===== src/rtl/fifo_wr_arbiter_if.sv =====
// Write-port bundle shared by the producers, the round-robin arbiter and the fifo.
// master drives requests/data/full; slave is the arbiter.
interface fifo_wr_arbiter_if #(
    parameter int N_REQ      = 4,
    parameter int DATA_WIDTH = 8
);
    logic [N_REQ-1:0]            i_req;
    logic [N_REQ*DATA_WIDTH-1:0] i_data;
    logic [N_REQ-1:0]            o_ack;
    logic [N_REQ-1:0]            o_grant;
    logic                        i_full;
    logic                        o_wr;
    logic [DATA_WIDTH-1:0]       o_w_data;
    logic [15:0]                 o_stall_cnt;

    modport master (
        output i_req, i_data, i_full,
        input  o_ack, o_grant, o_wr, o_w_data, o_stall_cnt
    );

    modport slave (
        input  i_req, i_data, i_full,
        output o_ack, o_grant, o_wr, o_w_data, o_stall_cnt
    );
endinterface


===== src/rtl/fifo_wr_arbiter.sv =====
// Round-robin arbiter sharing one fifo write port between N_REQ producers, bursts of up to MAX_BURST words.
// Optional stall statistics counter enabled by defining FIFO_WR_ARB_STATS_EN.
//
// state    | meaning
// ST_IDLE  | no owner; pick next requester after the last owner, no word accepted
// ST_BURST | owner holds the write port; accept words until MAX_BURST, drop of req, or reset
module fifo_wr_arbiter #(
    parameter int N_REQ      = 4,
    parameter int DATA_WIDTH = 8,
    parameter int MAX_BURST  = 4
) (
    input  logic             i_clk,
    input  logic             i_reset,
    fifo_wr_arbiter_if.slave bus
);
    localparam int CNT_W = $clog2(MAX_BURST) + 1;
    localparam int PTR_W = $clog2(N_REQ);
    localparam logic [CNT_W-1:0] LAST_BEAT = CNT_W'(MAX_BURST - 1);
    localparam logic [PTR_W-1:0] PTR_INIT  = PTR_W'(N_REQ - 1);
    localparam logic [N_REQ-1:0] ONE       = {{(N_REQ-1){1'b0}}, 1'b1};

    typedef enum logic {ST_IDLE, ST_BURST} state_t;

    state_t                state;
    logic [N_REQ-1:0]      grant;
    logic [CNT_W-1:0]      count;
    logic [PTR_W-1:0]      last;
    logic [PTR_W-1:0]      sel;
    logic [PTR_W-1:0]      scan_idx;
    logic [N_REQ-1:0]      ack;
    logic                  owner_req;
    logic [DATA_WIDTH-1:0] words [N_REQ];

    for (genvar k = 0; k < N_REQ; k++) begin : g_slice
        assign words[k] = bus.i_data[k*DATA_WIDTH +: DATA_WIDTH];
    end

    // Scan from farthest to nearest so the requester right after the last owner wins.
    always_comb begin
        sel      = last;
        scan_idx = '0;
        for (int i = N_REQ; i >= 1; i--) begin
            scan_idx = PTR_W'((int'(last) + i) % N_REQ);
            if (bus.i_req[scan_idx]) begin
                sel = scan_idx;
            end
        end
    end

    assign owner_req = bus.i_req[last];

    // Reset blocks the accept so a word in flight stays with its producer.
    assign ack             = grant & bus.i_req & {N_REQ{~bus.i_full & ~i_reset}};
    assign bus.o_ack       = ack;
    assign bus.o_grant     = grant;
    assign bus.o_wr        = |ack;
    assign bus.o_w_data    = words[last];

    always_ff @(posedge i_clk) begin
        if (i_reset) begin
            state <= ST_IDLE;
            grant <= '0;
            count <= '0;
            last  <= PTR_INIT;
        end else begin
            case (state)
                ST_IDLE: begin
                    if (|bus.i_req) begin
                        grant <= ONE << sel;
                        last  <= sel;
                        count <= '0;
                        state <= ST_BURST;
                    end
                end
                ST_BURST: begin
                    if (!owner_req) begin
                        grant <= '0;
                        count <= '0;
                        state <= ST_IDLE;
                    end else if (!bus.i_full) begin
                        if (count == LAST_BEAT) begin
                            grant <= '0;
                            count <= '0;
                            state <= ST_IDLE;
                        end else begin
                            count <= count + 1'b1;
                        end
                    end
                end
                default: begin
                    grant <= '0;
                    count <= '0;
                    state <= ST_IDLE;
                end
            endcase
        end
    end

`ifdef FIFO_WR_ARB_STATS_EN
    logic [15:0] stall_cnt;

    always_ff @(posedge i_clk) begin
        if (i_reset) begin
            stall_cnt <= '0;
        end else if (state == ST_BURST && owner_req && bus.i_full && stall_cnt != 16'hFFFF) begin
            stall_cnt <= stall_cnt + 16'd1;
        end
    end

    assign bus.o_stall_cnt = stall_cnt;
`else
    assign bus.o_stall_cnt = 16'd0;
`endif
endmodule


===== src/flat_wrapper.sv =====
// flat-port wrapper written by rule: the top's interface ports become plain ports
module fifo_wr_arbiter_flat 
#(
    parameter int N_REQ      = 4,
    parameter int DATA_WIDTH = 8,
    parameter int MAX_BURST  = 4
)
  (i_clk, i_reset, bus_i_req, bus_i_data, bus_i_full, bus_o_ack, bus_o_grant, bus_o_wr, bus_o_w_data, bus_o_stall_cnt);
  fifo_wr_arbiter_if #(.N_REQ(N_REQ), .DATA_WIDTH(DATA_WIDTH)) bus_i ();
  input  logic i_clk;
  input  logic i_reset;
  input wire logic [$bits(bus_i.i_req)-1:0] bus_i_req;
  input wire logic [$bits(bus_i.i_data)-1:0] bus_i_data;
  input wire logic [$bits(bus_i.i_full)-1:0] bus_i_full;
  output wire logic [$bits(bus_i.o_ack)-1:0] bus_o_ack;
  output wire logic [$bits(bus_i.o_grant)-1:0] bus_o_grant;
  output wire logic [$bits(bus_i.o_wr)-1:0] bus_o_wr;
  output wire logic [$bits(bus_i.o_w_data)-1:0] bus_o_w_data;
  output wire logic [$bits(bus_i.o_stall_cnt)-1:0] bus_o_stall_cnt;
  assign bus_i.i_req = bus_i_req;
  assign bus_i.i_data = bus_i_data;
  assign bus_i.i_full = bus_i_full;
  assign bus_o_ack = bus_i.o_ack;
  assign bus_o_grant = bus_i.o_grant;
  assign bus_o_wr = bus_i.o_wr;
  assign bus_o_w_data = bus_i.o_w_data;
  assign bus_o_stall_cnt = bus_i.o_stall_cnt;
  fifo_wr_arbiter #(.N_REQ(N_REQ), .DATA_WIDTH(DATA_WIDTH), .MAX_BURST(MAX_BURST)) u_core (.i_clk(i_clk), .i_reset(i_reset), .bus(bus_i));
endmodule

===== config.mk =====
export PLATFORM = sky130hd
export DESIGN_NAME = fifo_wr_arbiter_flat
export DESIGN_NICKNAME = d
export VERILOG_FILES = /design/src/rtl/fifo_wr_arbiter_if.sv /design/src/rtl/fifo_wr_arbiter.sv /design/src/flat_wrapper.sv
export SDC_FILE = /design/constraint.sdc
export NUM_CORES = 1
export LEC_CHECK = 0
export ABC_CLOCK_PERIOD_IN_PS = 3000
export CAP_MARGIN = 25
export CORE_MARGIN = 10
export CORE_UTILIZATION = 35
export DETAILED_ROUTE_END_ITERATION = 12
export GPL_TIMING_DRIVEN = 1
export PLACE_DENSITY = 0.83
export SYNTH_ARGS = -nofsm -noshare
export SYNTH_HDL_FRONTEND = slang
export SYNTH_SLANG_ARGS = --single-unit

===== constraint.sdc =====
create_clock -name i_clk -period 3 [get_ports i_clk]
set_input_delay 0.9 -clock i_clk [delete_from_list [all_inputs] [get_ports i_clk]]
set_output_delay 0.9 -clock i_clk [all_outputs]
set_load 0.01 [all_outputs]

---- Word level (Yosys, flattened, before mapping) ----
Cells that the tools add are included.
operators by class
  reduce and logical (&&, ||, !) cells .... 5
  shift-type cells ........................ 1
  equality and inequality tests ........... 4
  magnitude comparators ................... 6
  bitwise operators ....................... 7
  $add $sub $neg .......................... 5
  multiplexer cells ....................... 32
operators with widths
  kind                                                                     number
  8-bit binary-select mux with 2-bit select                                1
  4-bit 2-to-1 mux                                                         4
  8-bit 2-to-1 mux                                                         2
  2-bit by 3-bit < comparator with 1-bit output, second input constant     5
  3-bit 2-to-1 mux                                                         4
  1-bit binary-select mux with 2-bit select                                5
  1-bit 2-to-1 mux                                                         9
  4-bit AND                                                                2
  2-bit 2-to-1 mux                                                         4
  4-bit one-hot mux with 2 select lines                                    1
  4-bit OR reduction                                                       2
  3-bit inequality test, second input constant                             2
  3-bit one-hot mux with 2 select lines                                    1
  2-bit by 1-bit adder with 2-bit output, second input constant            2
  2-bit adder, second input constant                                       2
  2-bit AND reduction                                                      2
  1-bit by 2-bit left shift with 4-bit output, first input constant        1
  3-bit by 1-bit adder with 3-bit output, second input constant            1
  3-bit by 2-bit == test with 1-bit output, second input constant          1
  3-bit >= comparator, second input constant                               1
  1-bit NOT                                                                3
  2-bit NOT with 3-bit output                                              1
  3-bit AND reduction                                                      1
  2-bit by 1-bit inequality test with 1-bit output, second input constant  1
  2 further kinds                                                          2
storage, ports and cells
  register bits after elaboration ......... 10
  output and inout port bits .............. 33
  logic and storage cells ................. 64

---- Logic depth before layout (Yosys ltp) ----
Gate-level depths: netlist of the first run.
  depth after elaboration ................. 10
  mapped depth ............................ 5

---- Least setup slack after synthesis of the first run ----
No wires, ideal clock.
  path kind ............................... input-to-output
  from .................................... input port i_reset
  to ...................................... output port bus_o_wr
  data arrival time ....................... 1.511 ns
  stages on the path ...................... 3
  path buffers ............................ 1
  slack ................................... 0.589 ns
  cells stage by stage .................... or2_1 > clkbuf_1 > a41oi_1
between the ends
  word-level cells in the longest chain between the ends .. 4
ends and longest elaborated chain
  item                RTL line               source
  start, declared     flat_wrapper.sv:11     input logic i_reset;
  1-bit NOT           fifo_wr_arbiter.sv:53  assign ack = grant & bus.i_req & {N_REQ{~bus.i_full & ~i_reset}};
  1-bit AND           fifo_wr_arbiter.sv:53
  4-bit AND           fifo_wr_arbiter.sv:53
  4-bit OR reduction  fifo_wr_arbiter.sv:56  assign bus.o_wr = |ack;
  end, declared       flat_wrapper.sv:17     output wire logic [$bits(bus_i.o_wr)-1:0] bus_o_wr;
No other way between the ends.

---- Final worst setup path of the first run ----
  from .................................... input port bus_i_data[28]
  to ...................................... output port bus_o_w_data[4]
between the ends
  word-level cells in the longest chain between the ends .. 3
ends and longest elaborated chain
  item                                                 RTL line               source
  start, declared                                      flat_wrapper.sv:13     input wire logic [$bits(bus_i.i_data)-1:0] bus_i_data;
  8-bit binary-select mux with 2-bit select            fifo_wr_arbiter.sv:57  assign bus.o_w_data = words[last];
  8-bit 2-to-1 mux (implied by the code) (2 in a row)  fifo_wr_arbiter.sv:57
  end, declared                                        flat_wrapper.sv:18     output wire logic [$bits(bus_i.o_w_data)-1:0] bus_o_w_data;
No other way between the ends. The select of a mux whose other input is x is not followed.

==> reports/qor.txt, run 1 <==
drt wl/cell: 16.4 um
commonest register cell after synthesis: dfxtp_1
final instance area: 1480 um2
pin count of the biggest net entering global routing: 17
max-capacitance violation count: 0
Clock Latency Late Sink: 0.27 ns
setup TNS: 0 ns
post-layout util: 60.6%
Critical R2R Capture: u_core.bus.o_grant[3]
Max clock buf depth: 2
flops & latches, synth: 10
CP arrival: 2.06 ns
crit path capture type: output pin
critical path fanouts, max: 1
status: completed
# DRC: 0
Clock power frac: 22.9%
I/O pin count: 72
CTS tree: built
fin. max-slew vios: 0
end of the critical path: bus_o_w_data[4]
Initial Util: 36.3%
Post-CTS Setup Bufs: 0
vias in the first global route: 1005
Crit path buffers/inverters: 2
first-pass GRT wire length: 4840 um
cts bufs inserted: 3
Synthesis Warnings: 0
Synth area leaders: mux4_2 23%, dfxtp_1 23%, buf_4 14%, a32o_2 5.1%, inv_1 3.0%
RSZ-0062 raised after global routing: false
Via Count: 926
r2r setup slk: 0.93 ns
CP max stage cell: mux4_2
reg-to-reg startpoint: u_core.last[0]
H-tree levels: 1
Sequential Power Share: 33.2%
Diodes inserted: 0
Startpoint Class: input pin
layout overhead on the synthesized area: 67.0%
layout cells sized above 1: 19.6%
PwrDens: 368 nW/um2
Worst Hold Class: reg -> reg
Worst Skew: 0.00470 ns
CP top delay family: buffers and inverters
internal power: 0.369 mW
iteration-0 DRC count of the detailed router: 22
number of clock sinks: 10
Mapped Area: 883 um2
Seq/Total Area, Yosys: 22.7%
count of cell types in the netlist: 34
post-synth top area share: 22.9%
Syn Area/Cell: 9.30 um2
Die Span Y: 70.2 um
DP Wirelength: 2680 um
synthesized instance count: 95
die area: 4930 um2
CP cell instances: clkdlybuf4s50_1, mux4_2, dlygate4sd2_1
Root Buffer: clkbuf_4
Async S/R FF share, synth: 0%
GR Overflow Total: 0
all-layer global routing usage: 12.1%
Design Power: 0.543 mW
Post-synth EDFFs: 0
Synth top cells by count: 16 x buf_4, 10 x dfxtp_1, 9 x mux4_2, 7 x inv_1, 7 x nor2_1
Fill cells: 219
Crit. path cell count: 3
drt via density: 4.93
DP Area: 1460 um2
cell count after placement: 184
maximum VDD drop: 0.000246 V
R2R depth: 4
Net count, final: 199
hold slack: 0.452 ns
Leakage: 0.640 nW
fin worst setup slack: 0.0370 ns
Rel. slew slack: 57.6%
drt pass-1 iters: 4
Placement Setup Slack: -0.319 ns
CP Data Required Time: 2.10 ns
Die W: 70.2 um
final period utilization: 98.8%
CTS clk-pin slew, worst paths: 0.07 ns
Core Box Area: 2430 um2
slowest stage delay, CP: 0.46 ns
worst setup path start: bus_i_data[28]
RePlAce Congestion: 0.775
most numerous cell in the Yosys netlist: buf_4
Tmin final: 2.96 ns
Post-DRT Antenna Nets: 0
CP Class: in -> out
Gate power share: 43.8%
post-route non-filler standard cell count: 188
setup violators final: 0
Sw Share: 32.1%
post-synth top area cell: mux4_2
I/O Buffers: 55
Fin. Hold Viols: 0
Switch Pwr: 0.174 mW
fmax: 0.337 GHz
initial antenna violation count: 0
Row Count: 18
final wirelength: 3090 um
Least-Margin Pin Slew: 0.635 ns
tightest hold or removal path, delay by kind of cell, from the launching register on:
| family | cells | cell delay (ns) |
|---|---|---|
| flops | 1 | 0.32 |
| simple gates | 1 | 0.06 |
| compound gates | 1 | 0.03 |
metal layers:
metal | vias up | GRT usage [%] | routed length [um]
met5 | - | 0 | 0
met4 | 0 | 3.51 | 48
met3 | 7 | 6.92 | 349
met2 | 44 | 22.5 | 1660
met1 | 428 | 10.6 | 1030
li1 | 447 | - | -
final cells by class:
class	count	area, um2	share of cell area (%)
well taps	30	37.5	2.54
multi-input cells	74	583	39.5
flip-flops and latches	10	200	13.6
clock buffers	4	36.3	2.46
inverters	7	26.3	1.78
repair buffers	63	592	40.1
power groups by stage:
stage / Sequential [mW] / Combinational, mW / Clock (mW)
floorplan: 0.169 / 0.147 / 0
global placement: 0.182 / 0.247 / 0
detailed placement: 0.183 / 0.254 / 0
CTS: 0.180 / 0.239 / 0.124
global route: 0.185 / 0.257 / 0.132
finish: 0.180 / 0.238 / 0.124
state kept, by name, indices dropped and copies added, names as in the netlist:
name and count:
u_core.count 3, u_core.last 2, u_core.state 1, u_core.bus.o_grant 4
worst min-delay path by stage:
stage                      endpoint  depth (start not counted)       startpoint
finish              u_core.count[2]                          2  u_core.count[2]
global route        u_core.count[2]                          2  u_core.count[2]
CTS                 u_core.count[2]                          2  u_core.count[2]
detailed placement  u_core.count[2]                          2  u_core.count[2]
global placement    u_core.count[2]                          2  u_core.count[2]
floorplan           u_core.count[2]                          2  u_core.count[2]
cells in the final DEF (no fill, tap or decap), drive strengths merged, types with 4 or more instances in the layout:
cell type,netlist,layout
inv,7,7
a32o,4,4
conb,1,16
clkbuf,2,5
nand2,7,7
mux4,9,9
o21ai,5,5
buf,17,8
nor2,7,7
dfxtp,10,10
a21oi,6,6
clkdlybuf4s50,0,42
dlygate4sd2,0,11
cell families (layout without fill, tap and decap cells):
family                     after synthesis  in the layout  synth area share, %
DFF                                     10             10                 22.7
and+or+nand+nor                         23             23                 13.0
other                                    1             16                0.425
muxes                                    9              9                 22.9
AOI/OAI and AO/OA                       25             25                 21.5
adders and majority gates                1              1                 1.42
buffers and inverters                   26             74                 18.0
repair_timing:
item                       4_1_cts  5_1_grt
setup endpoints to repair       13        2
gates resized for setup         15        2
hold buffers                     0        0
pin swaps                        0        0
No activity file was read; power rests on OpenSTA's default activity.
==> inputs of run 2 (changes only) <==
--- a/config.mk
+++ b/config.mk
@@ -6,7 +6,6 @@
 export NUM_CORES = 1
 export LEC_CHECK = 0
 export ABC_CLOCK_PERIOD_IN_PS = 3000
-export CAP_MARGIN = 25
 export CORE_MARGIN = 10
 export CORE_UTILIZATION = 35
 export DETAILED_ROUTE_END_ITERATION = 12
==> results of run 2 <==
The final DEF is identical to that of run 1; final timing and power are the same.
